## src/rtl/cmd_assembler.sv

```systemverilog
// -----------------------------------------------------------------------------
// cmd_assembler
//   Collects raw UART RX bytes into complete SUMP/OLS commands.
//   Short commands (opcode[7]=0) are one byte. Long commands (opcode[7]=1) are
//   the opcode byte followed by four payload bytes, with the first payload byte
//   landing in cmd_o[31:24]. A stalled long command is dropped after
//   TIMEOUT_CYCLES idle cycles. A run of SOFT_RST_CNT consecutive 0x00 short
//   opcodes raises soft_rst_o.
//
// Handshake: rx_stb_i is a one-cycle qualifier for rx_data_i. There is no
//   back-pressure, so every strobe is consumed in the cycle it is seen,
//   including strobes on consecutive cycles.
//
// Ports
//   clk_i       in   system clock (rising edge)
//   rst_in      in   asynchronous active-low reset
//   rx_data_i   in   [7:0] received byte, qualified by rx_stb_i
//   rx_stb_i    in   new-byte strobe
//   opcode_o    out  [7:0] opcode of the last completed command
//   cmd_o       out  [31:0] payload of the last completed command (0 if short)
//   exe_o       out  one-cycle pulse, opcode_o/cmd_o valid
//   busy_o      out  long command partially received
//   timeout_o   out  one-cycle pulse, partial long command discarded
//   soft_rst_o  out  one-cycle pulse, SOFT_RST_CNT consecutive 0x00 opcodes
//   state_o     out  debug view of the FSM state (0=IDLE, 1=PAYLOAD)
// -----------------------------------------------------------------------------
module cmd_assembler #(
  parameter int TIMEOUT_CYCLES = 100_000,
  parameter int SOFT_RST_CNT   = 5
) (
  input  logic        clk_i,
  input  logic        rst_in,
  input  logic [7:0]  rx_data_i,
  input  logic        rx_stb_i,
  output logic [7:0]  opcode_o,
  output logic [31:0] cmd_o,
  output logic        exe_o,
  output logic        busy_o,
  output logic        timeout_o,
  output logic        soft_rst_o,
  output logic [0:0]  state_o
);

  localparam int TO_W = $clog2(TIMEOUT_CYCLES);
  localparam int SR_W = $clog2(SOFT_RST_CNT + 1);

  localparam logic [0:0] IDLE    = 1'b0;
  localparam logic [0:0] PAYLOAD = 1'b1;

  logic [0:0]      state_q;
  logic [1:0]      idx_q;      // payload bytes already taken (0..3)
  logic [23:0]     sr_q;       // first three payload bytes; the fourth comes straight from rx_data_i
  logic [7:0]      op_q;       // latched opcode of the long command in progress
  logic [TO_W-1:0] to_cnt_q;
  logic [SR_W-1:0] zero_cnt_q;

  assign busy_o  = (state_q == PAYLOAD);
  assign state_o = state_q;

  always_ff @(posedge clk_i or negedge rst_in) begin
    if (!rst_in) begin
      state_q    <= IDLE;
      idx_q      <= '0;
      sr_q       <= '0;
      op_q       <= '0;
      to_cnt_q   <= '0;
      zero_cnt_q <= '0;
      opcode_o   <= '0;
      cmd_o      <= '0;
      exe_o      <= 1'b0;
      timeout_o  <= 1'b0;
      soft_rst_o <= 1'b0;
    end else begin
      exe_o      <= 1'b0;
      timeout_o  <= 1'b0;
      soft_rst_o <= 1'b0;

      if (state_q == IDLE) begin
        to_cnt_q <= '0;
        if (rx_stb_i) begin
          op_q <= rx_data_i;
          if (!rx_data_i[7]) begin
            exe_o    <= 1'b1;
            opcode_o <= rx_data_i;
            cmd_o    <= '0;
            // Only short commands touch the 0x00 run counter.
            if (rx_data_i == 8'h00) begin
              if (zero_cnt_q >= SR_W'(SOFT_RST_CNT - 1)) begin
                soft_rst_o <= 1'b1;
                zero_cnt_q <= '0;
              end else begin
                zero_cnt_q <= zero_cnt_q + SR_W'(1);
              end
            end else begin
              zero_cnt_q <= '0;
            end
          end else begin
            state_q <= PAYLOAD;
            idx_q   <= '0;
            sr_q    <= '0;
          end
        end
      end else begin
        // A strobe in the expiry cycle takes priority over the timeout.
        if (rx_stb_i) begin
          to_cnt_q <= '0;
          sr_q     <= {sr_q[15:0], rx_data_i};
          idx_q    <= idx_q + 2'd1;
          if (idx_q == 2'd3) begin
            state_q  <= IDLE;
            exe_o    <= 1'b1;
            opcode_o <= op_q;
            cmd_o    <= {sr_q, rx_data_i};
          end
        end else if (to_cnt_q == TO_W'(TIMEOUT_CYCLES - 1)) begin
          state_q   <= IDLE;
          timeout_o <= 1'b1;
          to_cnt_q  <= '0;
        end else begin
          to_cnt_q <= to_cnt_q + TO_W'(1);
        end
      end
    end
  end

endmodule

```

## config.mk

```make
export PLATFORM = sky130hd
export DESIGN_NAME = cmd_assembler
export DESIGN_NICKNAME = d
export VERILOG_FILES = /design/src/rtl/cmd_assembler.sv
export SDC_FILE = /design/constraint.sdc
export NUM_CORES = 1
export LEC_CHECK = 0
export ABC_AREA = 1
export CAP_MARGIN = 20
export CORE_MARGIN = 4
export CORE_UTILIZATION = 49
export DETAILED_ROUTE_END_ITERATION = 7
export PLACE_DENSITY = 0.75
export SYNTH_ARGS = -nofsm -noshare
export SYNTH_HDL_FRONTEND = slang
export SYNTH_SLANG_ARGS = --single-unit
```

## constraint.sdc

```tcl
create_clock -name clk_i -period 1.6 [get_ports clk_i]
set_clock_uncertainty 0.15 [all_clocks]
set_input_delay 0.24 -clock clk_i [delete_from_list [all_inputs] [get_ports clk_i]]
set_output_delay 0.24 -clock clk_i [all_outputs]
set_load 0.01 [all_outputs]
```

==> flow_metrics.tcl, run 1 <==
set metrics [dict create \
    overall_power_uw 8010 \
    globalplace.congestion 0.949 \
    drtAntennaViolNets 0 \
    ys.warnings.count 0 \
    mappedNetlistArea_um2 4240 \
    final_min_period_over_clock_period 0.972 \
    worst_setup_hold_path_clk_slew_ps 100 \
    cts_num_sinks 98 \
    fin_util 0.661 \
    num_vias 3663 \
    gr-usage-all-layers 0.204 \
    placement.cell_area_um2 5120 \
    detail_route.wl_per_cell_um 15.4 \
    final_layout_size_suffix_gt1_frac 0.127 \
    flow.area_growth_from_synthesis_pct 29.5 \
    remaining_drc_errors 0 \
    critical_path_arrival_ps 1690 \
    final_area_um2 5490 \
    floorplan.die_area_um2 10200 \
    core_um2 8300 \
    drt-vias-per-instance 5.39 \
    max_clock_freq_mhz 643 \
    dp_cells 654 \
    timing.critical_path.required_ps 1730 \
    drt_pre_antenna_iters 6 \
    place.detailed.hpwl_um 6820 \
    critical_path.max_fanout 10 \
    design.portCount 56 \
    initial_core_util 0.511 \
    critPathCaptureType "flop" \
    placementRows 33 \
    hold_class "primary input to async pin" \
    slew_violations 0 \
    cts_inserted_buffers 9 \
    p_per_area_nw_per_um2 1460 \
    clk_path_buf_depth 2 \
    max-vdd-ir-drop_mv 0.926 \
    setup-tns-final_ps 0 \
    tritoncts "yes" \
    syn_area_per_cell_um2 8.74 \
    timing.setup.critical_path_class "flop to flop" \
    worstSetupStartpointType "flop" \
    n_antenna_cell 0 \
    number_of_global_route_vias_before_repair 3529 \
    finalNonFillerCells 680 \
    synthesis.instances 485 \
    portBuffers 55 \
    number_of_unique_standard_cell_types_used_by_synthesis 23 \
    outcome "complete, no violations" \
    pin_count_of_the_biggest_net_entering_global_routing 50 \
    timing.max_cap.violations 0 \
    root_buffer "sky130_fd_sc_hd__clkbuf_8" \
    post-route-min-period_ps 1560 \
    htree_levels 3 \
    r2r-start "busy_o$_DFF_PN0_" \
    final-setup-viol-count 0 \
    synth-seq-area-share 0.579 \
    timing_hold_violations_final 0 \
    floorplan.die.width_um 101 \
    synthesized_net_count 500 \
    layout.cells.most_common "sky130_fd_sc_hd__dfrtp_1" \
    least_margin_pin_slew_ps 270 \
    timing.critical_path.from "busy_o$_DFF_PN0_" \
    nets 585 \
    grt_pass1_wl_um 16700 \
    postSynthRegisterBits 98 \
    static-leakage-power_uw 0.00253 \
    die_height_um 101 \
    worst_skew_pair.late_latency_ps 360 \
    first_iter_violations 238 \
    grt.overflow.total 0 \
    slew-limit-headroom 0.819 \
    layout.cells.most_common_list "sky130_fd_sc_hd__dfrtp_1 (96), sky130_fd_sc_hd__nand2_1 (93), sky130_fd_sc_hd__nor2_1 (71)" \
    initial_antenna_violation_count 0 \
    routed_wl_um 10400 \
]
## critical path, stage by stage (launching register included)
cell	delay, ps
sky130_fd_sc_hd__dfrtp_2	380
sky130_fd_sc_hd__buf_6	110
sky130_fd_sc_hd__buf_6	110
sky130_fd_sc_hd__nand2_4	60
sky130_fd_sc_hd__o21ai_4	170
sky130_fd_sc_hd__buf_12	160
sky130_fd_sc_hd__buf_12	130
sky130_fd_sc_hd__nor2_1	50
sky130_fd_sc_hd__a31oi_1	160
## kinds of logic (layout without fill, tap and decap cells)
| group | count (synthesis) | in the layout | synth area share |
|---|---|---|---|
| AOI/OAI and AO/OA | 82 | 82 | 0.105 |
| xor gates and xnor gates | 5 | 5 | 0.0103 |
| adders and majority gates | 4 | 4 | 0.0118 |
| and+or+nand+nor | 230 | 230 | 0.228 |
| DFF | 98 | 98 | 0.579 |
| buffers and inverters | 66 | 156 | 0.0661 |
## per-stage QoR
step | worst slack (ps) | hold WS (ps)
after floorplan | 66.3 | -206
after global placement | -163 | -13.6
after detailed placement | -193 | -7.61
after CTS | -20.7 | 137
after global routing | -19.2 | 155
final | 44.4 | 139
## routing by layer
metal	up-vias	global-route usage	routed length, µm
li1	1746	-	-
met1	1790	0.285	4530
met2	109	0.323	5230
met3	18	0.0381	506
met4	0	0.0675	174
met5	-	0	0
## layout make-up
| type | count | area, µm² |
|---|---|---|
| Sequential cell | 98 | 2450 |
| Multi-Input combinational cell | 321 | 1540 |
| Clock buffer | 9 | 124 |
| Tap cell | 105 | 131 |
| Inverter | 41 | 156 |
| Fill cell | 671 | 2810 |
| Clock inverter | 7 | 83.8 |
| Timing Repair Buffer | 99 | 993 |
## cell usage after synthesis, drive strengths merged
library cell	n	area, µm²
nor4	1	6.26
buf	14	85.1
o21ai	44	231
xnor2	1	8.76
nor2	73	274
nand2	96	365
a31oi	7	43.8
a21oi	25	125
nand4	11	68.8
o21bai	5	37.5
dfrtp	98	2450
xor2	4	35.0
clkbuf	11	41.3
nand3	48	245
inv	41	154
o32ai	1	8.76
nor3	1	5.00
ha	4	50.1
## path summary, 6_finish.rpt
path,to,slack [ps],cells past startpoint
max,opcode_o[3]$_DFFE_PN0P_,40,8
min,to_cnt_q[12]$_DFF_PN0_,140,2
max reg2reg,opcode_o[3]$_DFFE_PN0P_,40,8
min reg2reg,zero_cnt_q[2]$_DFFE_PN0P_,340,2
max in group asynchronous,cmd_o[10]$_DFFE_PN0P_,630,3
min in group clk_i,zero_cnt_q[2]$_DFFE_PN0P_,340,2
## sequential cells by signal, indices dropped and copies added (netlist names)
register and count:
opcode_o 8, to_cnt_q 17, cmd_o 32, sr_q 24
op_q 8, soft_rst_o 1, exe_o 1, busy_o 1
idx_q 2, zero_cnt_q 3, timeout_o 1
## where the power goes
part / switching, µW / internal (µW) / leakage (µW)
registers: 430 / 3220 / 0.00125
logic: 1440 / 1220 / 0.00119
clock network: 943 / 750 / 0.0000959
total: 2810 / 5200 / 0.00253
## timing repair
item,in CTS,in global routing
hold buffers,1,0
hold endpoints to repair,98,0
buffers inserted,2,4
pin swaps,0,4
gates cloned,0,3
gates resized for setup,51,15
setup endpoints to repair,66,65
Note: power is estimated with default switching activity, not from simulation.
==> run 2, diff against run 1 <==
- RECOVER_POWER: not set -> 100
==> flow_metrics.tcl, run 2 (synthesis gave the netlist of run 1 again) <==
set metrics [dict create \
    outcome "complete, no violations" \
    p_per_area_nw_per_um2 1460 \
    timing.critical_path.required_ps 1730 \
    clk_path_buf_depth 2 \
    critPathCaptureType "flop" \
    wirelength_met1_um 4610 \
    flow.area_growth_from_synthesis_pct 28.9 \
    root_buffer "sky130_fd_sc_hd__clkbuf_8" \
    grt.overflow.total 0 \
    timing.max_cap.violations 0 \
    rr_endpoint "opcode_o[3]$_DFFE_PN0P_" \
    fillerInstances 675 \
    static-leakage-power_uw 0.00253 \
    floorplan.die_area_um2 10200 \
    worst_skew_pair.late_latency_ps 360 \
    timing_hold_violations_final 0 \
    first_iter_violations 251 \
    pin_count_of_the_biggest_net_entering_global_routing 50 \
    portBuffers 55 \
    final_min_period_over_clock_period 0.970 \
    slew_violations 0 \
    design.portCount 56 \
    fin_util 0.658 \
    slew-limit-headroom 0.689 \
    critical_path.max_fanout 10 \
    cts_inserted_buffers 9 \
    placementRows 33 \
    drt-vias-per-instance 5.34 \
    gr-usage-all-layers 0.204 \
    timing.reg2reg.worst_path_depth 8 \
    floorplan.die.width_um 101 \
    hold_class "primary input to async pin" \
    worst_setup_hold_path_clk_slew_ps 100 \
    final_layout_size_suffix_gt1_frac 0.127 \
    globalplace.congestion 0.949 \
    final-setup-viol-count 0 \
    max_clock_freq_mhz 644 \
    drtAntennaViolNets 0 \
    htree_levels 3 \
    drt_pre_antenna_iters 5 \
    place.detailed.hpwl_um 6820 \
    critical_path_arrival_ps 1680 \
    initial_antenna_violation_count 0 \
    num_vias 3628 \
    top_regs "cmd_o: 32 flops, sr_q: 24 flops, to_cnt_q: 17 flops" \
    detail_route.wl_per_cell_um 15.4 \
    minimum_setup_slack_in_the_final_design_ps 47.8 \
    layout.cells.most_common "sky130_fd_sc_hd__dfrtp_1" \
    max-vdd-ir-drop_mv 0.924 \
    initial_core_util 0.511 \
    post-route-min-period_ps 1550 \
    nets 585 \
    n_antenna_cell 0 \
    cts_num_sinks 98 \
    worstSetupStartpointType "flop" \
    tritoncts "yes" \
    largest_register "cmd_o" \
    number_of_global_route_vias_before_repair 3529 \
    least_margin_pin_slew_ps 466 \
    layout.cells.most_common_list "sky130_fd_sc_hd__dfrtp_1 (96), sky130_fd_sc_hd__nand2_1 (93), sky130_fd_sc_hd__nor2_1 (71)" \
    die_height_um 101 \
    maxUsedRoutingLayer "met4" \
    timing.critical_path.from "busy_o$_DFF_PN0_" \
    met3RoutedLength_um 439 \
    rrSetupSlack_ps 50 \
    r2r-start "busy_o$_DFF_PN0_" \
    grt_pass1_wl_um 16700 \
    post-place-ws_ps -193 \
    routed_wl_um 10400 \
    timing.setup.critical_path_class "flop to flop" \
    core_um2 8300 \
    critical_path.endpoint "opcode_o[3]$_DFFE_PN0P_" \
    max_ffs_per_register 32 \
    wire_length_on_met2_um 5220 \
    remaining_drc_errors 0 \
]
run 2: how the worst min path moves through the flow:
stage,to,slack [ps],depth (start not counted)
final,to_cnt_q[11]$_DFF_PN0_,200,2
after CTS,to_cnt_q[11]$_DFF_PN0_,140,2
after floorplan,busy_o$_DFF_PN0_,-210,0
after global routing,to_cnt_q[4]$_DFF_PN0_,240,2
after detailed placement,to_cnt_q[4]$_DFF_PN0_,-8,1
after global placement,to_cnt_q[4]$_DFF_PN0_,-10,1
run 2: power breakdown:
part / switching [µW] / internal, µW
registers: 429 / 3220
clock network: 939 / 750
logic: 1440 / 1220
run 2: stage by stage:
step	total power, µW	area, µm²	hold WS [ps]	std cells	TNS (ps)
floorplan	4970	4240	-206	485	0
global placement	6420	5120	-13.6	654	-8800
detailed placement	6510	5120	-7.61	654	-9300
CTS	7870	5320	137	673	-20.7
global route	8510	5460	237	680	-66.9
finish	8000	5460	197	680	0
run 2: layout make-up:
cell class / instances / area [µm²] / area share
multi-input cells: 321 / 1540 / 0.282
clock buffers: 9 / 124 / 0.0227
well taps: 105 / 131 / 0.0240
inverters: 41 / 156 / 0.0286
repair buffers: 99 / 970 / 0.178
clock inverters: 7 / 83.8 / 0.0153
flip-flops and latches: 98 / 2450 / 0.449
run 2: critical path, cell delays in order (launching register included):
cell and delay, ps:
sky130_fd_sc_hd__dfrtp_2 380, sky130_fd_sc_hd__buf_6 110, sky130_fd_sc_hd__buf_6 110, sky130_fd_sc_hd__nand2_4 60, sky130_fd_sc_hd__o21ai_4 170, sky130_fd_sc_hd__buf_12 160, sky130_fd_sc_hd__buf_12 130, sky130_fd_sc_hd__nor2_1 50
sky130_fd_sc_hd__a31oi_1 160
run 2: per-layer routing:
metal  up-vias  track usage
met1      1769        0.285
met4         0       0.0675
met2        94        0.323
met5         -            0
li1       1747            -
met3        18       0.0381
run 2: timing repair:
| item | 4_1_cts | 5_1_grt |
|---|---|---|
| setup buffers | 2 | 4 |
| cloned | 0 | 3 |
| gates resized for setup | 51 | 15 |
| hold endpoints to repair | 98 | 0 |
| pin swaps | 0 | 4 |
| hold buffers | 1 | 0 |
| endpoints found under the setup margin | 66 | 65 |
==> run 3, diff against run 2 <==
- ABC_CLOCK_PERIOD_IN_PS: not set -> 1600
- SETUP_SLACK_MARGIN: not set -> 0.02
==> flow_metrics.tcl, run 3 (synthesis gave the netlist of run 1 again) <==
set metrics [dict create \
    critical_path.max_fanout 9 \
    critPathCaptureType "flop" \
    slew_violations 0 \
    overall_power_uw 8290 \
    path_buf_inv 5 \
    design.portCount 56 \
    worst_path_dominant_cell_family "buffers and inverters" \
    dp_cells 654 \
    htree_levels 3 \
    globalplace.congestion 0.949 \
    rr_endpoint "cmd_o[12]$_DFFE_PN0P_" \
    rsz0062_at_grt "true" \
    least_margin_pin_slew_ps 475 \
    power_switching_share 0.360 \
    r2r-start "busy_o$_DFF_PN0_" \
    clkPwrFrac 0.204 \
    internal-power_uw 5310 \
    timing.setup.critical_path_class "flop to flop" \
    slew-limit-headroom 0.683 \
    worstSetupStartpointType "flop" \
    number_of_global_route_vias_before_repair 3560 \
    largest_register "cmd_o" \
    nets 587 \
    timing.critical_path.required_ps 1740 \
    portBuffers 55 \
    pin_count_of_the_biggest_net_entering_global_routing 50 \
    final_layout_size_suffix_gt1_frac 0.170 \
    initial_core_util 0.511 \
    grt.overflow.total 0 \
    first_iter_violations 265 \
    critPathMaxStageDelay_ps 420 \
    placement.cell_area_um2 5120 \
    top_regs "cmd_o: 32 flops, sr_q: 24 flops, to_cnt_q: 17 flops" \
    num_vias 3659 \
    rrSetupSlack_ps -5 \
    core_um2 8300 \
    p_per_area_nw_per_um2 1480 \
    cts_inserted_buffers 9 \
    drt-vias-per-instance 5.37 \
    clk_path_buf_depth 2 \
    worst_setup_hold_path_clk_slew_ps 110 \
    max_clock_freq_mhz 623 \
    cp_cell_sequence "buf_6 -> buf_6 -> nand2_4 -> o21ai_4 -> buf_12 -> buf_8 -> buf_16 -> a21oi_2" \
    violations "setup timing" \
    flow.area_growth_from_synthesis_pct 32.1 \
    share_comb_of_total_power 0.354 \
    final-setup-viol-count 1 \
    p_seq_frac 0.443 \
    initial_antenna_violation_count 0 \
    critical_path_arrival_ps 1740 \
    layout.cells.most_common_list "sky130_fd_sc_hd__dfrtp_1 (96), sky130_fd_sc_hd__nand2_1 (91), sky130_fd_sc_hd__nor2_1 (66)" \
    gr-usage-all-layers 0.206 \
    static-leakage-power_uw 0.00255 \
    max-vdd-ir-drop_mv 0.954 \
    post-place-ws_ps -193 \
    tritoncts "yes" \
    cp_slowest_cell "sky130_fd_sc_hd__dfrtp_2" \
    setup-tns-final_ps -5.27 \
    hold_class "primary input to async pin" \
    n_antenna_cell 0 \
    finalNonFillerCells 682 \
    final_min_period_over_clock_period 1.00 \
    p_sw_uw 2980 \
    floorplan.die_area_um2 10200 \
    detail_route.wl_per_cell_um 15.9 \
    remaining_drc_errors 0 \
    placementRows 33 \
    place.detailed.hpwl_um 6820 \
    layout.cells.most_common "sky130_fd_sc_hd__dfrtp_1" \
    root_buffer "sky130_fd_sc_hd__clkbuf_8" \
    drtAntennaViolNets 0 \
    outcome "finished, violations left" \
    timing_hold_violations_final 0 \
    fillerInstances 653 \
    worst_skew_pair.late_latency_ps 360 \
    die_height_um 101 \
    timing.reg2reg.worst_path_depth 8 \
    timing.max_cap.violations 0 \
    floorplan.die.width_um 101 \
    minimum_setup_slack_in_the_final_design_ps -5.27 \
    max_ffs_per_register 32 \
    cts_num_sinks 98 \
    post-route-min-period_ps 1610 \
    routed_wl_um 10800 \
    grt_pass1_wl_um 16900 \
    drt_pre_antenna_iters 5 \
    final_area_um2 5600 \
    cp_common_cell "sky130_fd_sc_hd__buf_6" \
]
## run 3: cell count changes in the layout (fill, tap and decap cells not counted), sizes merged
cell,previous run,this run
clkbuf,14,13
buf,39,42
## run 3: worst max path at each step
| stage | slack (ps) | start | cells past startpoint | end |
|---|---|---|---|---|
| global placement | -160 | rx_stb_i | 5 | op_q[6]$_DFFE_PN0P_ |
| detailed placement | -190 | rx_stb_i | 6 | opcode_o[3]$_DFFE_PN0P_ |
| floorplan | 70 | to_cnt_q[0]$_DFF_PN0_ | 7 | busy_o$_DFF_PN0_ |
| global route | -50 | busy_o$_DFF_PN0_ | 8 | opcode_o[4]$_DFFE_PN0P_ |
| finish | -5 | busy_o$_DFF_PN0_ | 8 | cmd_o[12]$_DFFE_PN0P_ |
| CTS | -50 | busy_o$_DFF_PN0_ | 6 | opcode_o[4]$_DFFE_PN0P_ |
## run 3: layout make-up
cell class | instances | area (µm²) | share of cell area
Clock buffer | 9 | 124 | 0.0221
Clock inverter | 7 | 83.8 | 0.0150
Inverter | 41 | 156 | 0.0279
Multi-Input combinational cell | 321 | 1660 | 0.296
Sequential cell | 98 | 2450 | 0.439
Tap cell | 105 | 131 | 0.0235
Timing Repair Buffer | 101 | 991 | 0.177
## run 3: through the flow
| step | utilization | hold slack, ps |
|---|---|---|
| global placement | 0.617 | -13.6 |
| finish | 0.674 | 200 |
| floorplan | - | -206 |
| global route | 0.674 | 235 |
| detailed placement | 0.617 | -7.61 |
| CTS | 0.644 | 137 |
## run 3: power groups by stage
stage / Combinational (µW) / Clock (µW) / Sequential, µW
detailed placement: 2800 / 0 / 3710
finish: 2930 / 1690 / 3670
global placement: 2730 / 0 / 3700
global route: 3200 / 1820 / 3760
CTS: 2550 / 1700 / 3650
floorplan: 1110 / 0 / 3860
## run 3: repair_timing
item,4_1_cts,5_1_grt
setup buffers,2,6
gates cloned,1,3
endpoints found under the setup margin,69,73
hold endpoints to repair,98,0
pin swaps,0,7
hold buffers,1,0
gates resized for setup,50,44
## run 3: worst reg2reg max path: cells and delay by family (launching register included)
family	cells	cell delay, ps
AOI/OAI and AO/OA	2	240
buffers and inverters	5	660
DFF	1	420
and+or+nand+nor	1	70
## run 3: routing by layer
layer	share of wire	wire, µm	GRT usage
met1	0.42	4600	0.290
met2	0.51	5510	0.325
met3	0.045	482	0.0381
met4	0.021	231	0.0675
met5	0	0	0
==> RTL edit 1 (config.mk and constraints of run 1) <==
Set the parameter `SOFT_RST_CNT` to 10 (it was 5).
--- a/src/rtl/cmd_assembler.sv
+++ b/src/rtl/cmd_assembler.sv
@@ -28,3 +28,3 @@
   parameter int TIMEOUT_CYCLES = 100_000,
-  parameter int SOFT_RST_CNT   = 5
+  parameter int SOFT_RST_CNT   = 10
 ) (
Check against the original RTL: not equivalent (Yosys sat finds a counterexample within 10 cycles, from zero or initial values and one cycle with rst_in low).
==> RTL edit 1 against run 1 <==
  * Cell count grew 0.15%
  * Clock power shrank 8%
  * Setup slack gained 71 ps
  * Highest routed layer unchanged
  * Synthesized area grew 2.2%
  * Sequential cell count grew 1
  * First-iteration DRC count shrank 21%
  * Cell area shrank 2.0%
  * Routed wire length shrank 6.9%
  * Largest cell class unchanged
  * Total power shrank 8.2%
  * Largest power group unchanged
==> RTL edit 1: results (changes against run 1) <==
### Finish
- **ant diodes** 0, unchanged
- **share of final-layout standard cells stronger than drive strength 1** 0.147, +0.0196
- **registers with the highest flip-flop counts** cmd_o (32), sr_q (24), to_cnt_q (17)
- **final-layout fill cell count** 759, +13%
- **filler-free cell count of the finished design** 681, +0.15%
- **final layout net count** 584, -0.17%
- **flip-flop count of the largest register, all copies and words added** 32, unchanged

### Drt
- **Initial DRT Pass Iterations** 4, -2
- **initial DRC count** 188, -21%
- **final wirelength** 9710 µm, -6.9%
- **count of nets left with antenna violations after detail routing** 0, unchanged
- **vias per inst** 5.20, -3.4%

### Min path
- **path class of the lowest-slack min-delay path** in -> async

### Logic synthesis
- **Async SR Flop Fraction** 1.00, unchanged
- **synthesized instance count** 484, -0.21%
- **part of the Yosys area used for sequential elements** 0.572, -0.00692
- **top post-synthesis cells by area** dfrtp_1 (57%), nand2_1 (11%), nor2_1 (5.2%)
- **number of unique standard cell types used by synthesis** 29, +26%
- **count of synthesis-stage warnings from yosys** 0, unchanged
- **most instantiated cells after synthesis** nand2_1 (128), dfrtp_1 (99), nor2_1 (60), o21ai_0 (34), nand3_1 (30)
- **synthesized net count** 500, unchanged

### CTS
- **CTS Root Cell** clkbuf_8
- **worst-case clock buffer depth** 2, unchanged
- **clock insertion delay at the later pin of the skew report** 380 ps, +20 ps
- **number of H-tree levels** 3, unchanged
- **Reg clk slew, reported paths** 100 ps, about the same
- **total clock buffers created by CTS** 9, unchanged

### GRT
- **overall routing resource usage** 0.205, +0.000625
- **first-pass GRT wire length** 16800 µm, +0.29%
- **largest net degree at the start of global routing** 33, -34%
- **vias in the first global route** 3631, +2.9%
- **number of antenna violations at the first check in global routing** 0, unchanged

### Power
- **IR Drop Worst-Case VDD** 0.000872 V, -5.9%
- **leakage dissipation** 0.00255 µW, +0.53%

### Critical path
- **required time reported for the critical path endpoint** 1700 ps, -30 ps
- **maximum fanout along the worst path** 16, +6

### Placed design
- **Placed Instances** 662, +1.2%
- **HPWL after detailed placement** 7100 µm, +4.1%
- **count of buffers from port buffering** 55, unchanged
- **Post-Place Worst Slack** -142 ps, +51.0 ps
- **routability-driven placement congestion ratio** 0.848, -11%

### Timing
- **Worst Max-Slew Pin Slew** 387 ps, +117 ps

### Outcome
- **run status** completed

## RTL edit 1: cell types whose count changed after synthesis, sizes merged, moves of 4 or more
| cell | change |
|---|---|
| nand2 | +37 |
| o21ai | -9 |
| nand3 | -16 |
| clkbuf | -7 |
| inv | -14 |
| nand4 | -4 |
| buf | +4 |
## RTL edit 1: cell type report
cell class,instances,area share
multi-input combinational,336,0.302
clock inverter,7,0.0119
sequential,99,0.461
timing repair buffer,95,0.157
clock buffer,9,0.0230
inverter,27,0.0202
tap,108,0.0251
## RTL edit 1: final timing paths
path | startpoint | endpoint | slack (ps) | cells after the start
max | to_cnt_q[0]$_DFF_PN0_ | busy_o$_DFF_PN0_ | 120 | 6
min | rst_in | to_cnt_q[14]$_DFF_PN0_ | 170 | 2
max reg2reg | to_cnt_q[0]$_DFF_PN0_ | busy_o$_DFF_PN0_ | 120 | 6
min reg2reg | sr_q[7]$_DFFE_PN0P_ | sr_q[7]$_DFFE_PN0P_ | 340 | 2
max in group asynchronous | rst_in | cmd_o[29]$_DFFE_PN0P_ | 590 | 3
min in group clk_i | rx_data_i[6] | op_q[6]$_DFFE_PN0P_ | 320 | 3
## RTL edit 1: report_power, final
part / internal, µW / switching (µW) / total, µW
Clock: 607 / 958 / 1560
Combinational: 1010 / 1220 / 2230
Sequential: 3170 / 385 / 3560
## RTL edit 1: what timing repair did
item	CTS	global route
endpoints found under the hold margin	91	0
hold buffers	1	0
resized for setup	46	8
endpoints found under the setup margin	45	22
setup buffers	1	1
gates cloned	0	0
## RTL edit 1: cell families after synthesis
group,share of synthesized area
xor gates and xnor gates,0.0141
and+or+nand+nor,0.248
buffers and inverters,0.0595
adders and majority gates,0.0144
AOI/OAI and AO/OA,0.0921
DFF,0.572
## RTL edit 1: worst max-delay path: stages (launching register included)
cell and delay [ps]:
dfrtp_1 410, ha_4 170, nand3_2 90, nor2_2 130
nand3_2 150, nand2_8 180, o21ai_1 90
## RTL edit 1: through the flow
step                power (µW)  TNS (ps)  area (µm²)
detailed placement        6150     -7170        5190
global route              7870         0        5380
floorplan                 4750         0        4330
finish                    7350         0        5380
global placement          6080     -5960        5190
CTS                       7400         0        5340
## RTL edit 1: layer usage
metal	global-route usage	part of all wire
met1	0.281	0.47
met2	0.314	0.46
met3	0.0491	0.047
met4	0.0817	0.026
met5	0	0
==> RTL edit 2 (config.mk and constraints of run 1) <==
Made on the original files. Put one more register stage on the output `opcode_o`, without a reset. The value now appears one clock later. The other outputs are not delayed to match. Comments in the files are not updated.
--- a/src/rtl/cmd_assembler.sv
+++ b/src/rtl/cmd_assembler.sv
@@ -49,2 +49,4 @@
 
+  logic [7:0] opcode_s0;
+
   logic [0:0]      state_q;
@@ -67,3 +69,3 @@
       zero_cnt_q <= '0;
-      opcode_o   <= '0;
+      opcode_s0  <= '0;
       cmd_o      <= '0;
@@ -83,3 +85,3 @@
             exe_o    <= 1'b1;
-            opcode_o <= rx_data_i;
+            opcode_s0 <= rx_data_i;
             cmd_o    <= '0;
@@ -111,3 +113,3 @@
             exe_o    <= 1'b1;
-            opcode_o <= op_q;
+            opcode_s0 <= op_q;
             cmd_o    <= {sr_q, rx_data_i};
@@ -125,2 +127,6 @@
 
+  always_ff @(posedge clk_i) begin
+    opcode_o <= opcode_s0;
+  end
+
 endmodule
Function: changed (Yosys sat finds a counterexample within 4 cycles, from zero or initial values and one cycle with rst_in low).
==> RTL edit 2 against run 1 <==
  * Via count down 1.1%
  * Hold slack better by 89 ps
  * Synthesized area up 3.7%
  * Setup slack worse by 8.1 ps
  * Sequential cell count up 8
  * Routed wire length down 4.9%
  * Cell area about the same
  * Critical path type unchanged
  * Total power down 2.9%
==> RTL edit 2: results (changes against run 1) <==
### Timing
- **Hold Worst Slack** 228 ps, +89.4 ps
- **remaining max-slew budget at the tightest pin** 0.648, -0.171

### Logic synthesis
- **top post-synthesis cells by area** dfrtp_1 (56%), nand2_1 (11%), nor2_1 (6.1%)
- **number of unique standard cell types used by synthesis** 29, +26%
- **Synth Register Bits** 106, +8.2%
- **Async SR Flop Fraction** 0.925, -0.0755
- **synthesized instance count** 488, +0.62%
- **most instantiated cells after synthesis** nand2_1 (123), dfrtp_1 (98), nor2_1 (71), o21ai_0 (32), nand3_1 (31)
- **part of the Yosys area used for sequential elements** 0.594, +0.0155
- **synthesized net count** 503, +0.60%
- **dominant synthesized flop cell** dfrtp_1

### Placed design
- **DP Area** 5170 µm², +0.98%
- **routability-driven placement congestion ratio** 0.946, -0.27%
- **Placed Instances** 655, +0.15%
- **Post-Place Worst Slack** -151 ps, +42.3 ps
- **HPWL after detailed placement** 6700 µm, -1.7%

### Finish
- **share of final-layout standard cells stronger than drive strength 1** 0.132, +0.00462
- **area of all sequential standard cells** 2620 µm², +6.5%
- **Buffers, non-clock** 86, -13%
- **number of multi-input combinational cells in the layout** 331, +3.1%
- **Non-clk invs** 31, -24%
- **layout buffering overhead excluding clock cells** 0.146, -0.0353
- **area growth from synthesis to final layout** 24.8%
- **clk tree area frac** 0.0370, -0.000904
- **final layout net count** 580, -0.85%
- **final-layout fill cell count** 728, +8.5%
- **footprint of the multi-input gates** 1610 µm², +4.3%

### Drt
- **total length of routed met3 wires** 552 µm, +9.1%
- **final wirelength** 9930 µm, -4.9%
- **Initial DRT Pass Iterations** 5, -1
- **total length of routed met2 wires** 4750 µm, -9.1%
- **Post-Route M1 WL** 4470 µm, -1.4%
- **routed length per instance** 14.6 µm, -4.6%
- **vias per inst** 5.35, -0.77%
- **initial DRC count** 201, -16%

### GRT
- **first-pass GRT wire length** 16100 µm, -4.0%
- **vias in the first global route** 3430, -2.8%
- **met3 Track Usage GR** 0.0447, +0.00659
- **met1 Track Usage GR** 0.280, -0.00463
- **global routing usage on met2** 0.289, -0.0331
- **largest net degree at the start of global routing** 99, +98%
- **overall routing resource usage** 0.194, -0.0102

### Critical path
- **crit path to** cmd_o[13]$_DFFE_PN0P_
- **critical path startpoint** idx_q[0]$_DFFE_PN0P_
- **maximum fanout along the worst path** 20, +10
- **arrival time at the worst endpoint** 1670 ps, -20 ps

### CTS
- **CTS Root Cell** clkbuf_8
- **TritonCTS clock tree** built
- **worst-case clock buffer depth** 2, unchanged
- **post-cts gate resize count** 46, -9.8%
- **buffers inserted by post-CTS timing repair** 1, -1

### Power
- **leakage dissipation** 0.00256 µW, +0.97%
- **IR Drop Worst-Case VDD** 0.000792 V, -14%

### Die
- **total number of tap cells** 108, +2.9%

### Min path
- **path class of the lowest-slack min-delay path** reg -> reg

### Outcome
- **run status** completed

==> RTL edit 2: logic make-up after synthesis <==
| kind of cell | after synthesis | synth area share |
|---|---|---|
| AND/OR/NAND/NOR | 249 | 0.239 |
| flip-flops | 106 | 0.594 |
| AO/OA/AOI/OAI | 71 | 0.0857 |
| buffers and inverters | 52 | 0.0575 |
| XOR/XNOR | 5 | 0.00996 |
| adder cells (fa/ha/maj) | 4 | 0.0114 |
| multiplexers | 1 | 0.00256 |
==> RTL edit 2: report_power, final <==
group          switching (µW)  total [µW]  internal (µW)  leakage [µW]
Sequential                402        3850           3440       0.00132
Combinational            1230        2250           1020       0.00114
Clock                     938        1680            737     0.0000973
==> RTL edit 2: critical path, stage by stage (launching register included) <==
cell and delay (ps):
dfrtp_1 410, ha_1 220, nand2_2 110, clkinv_4 70
nand2_4 90, nand2_8 90, buf_12 160, nor2_1 100
a21oi_1 50
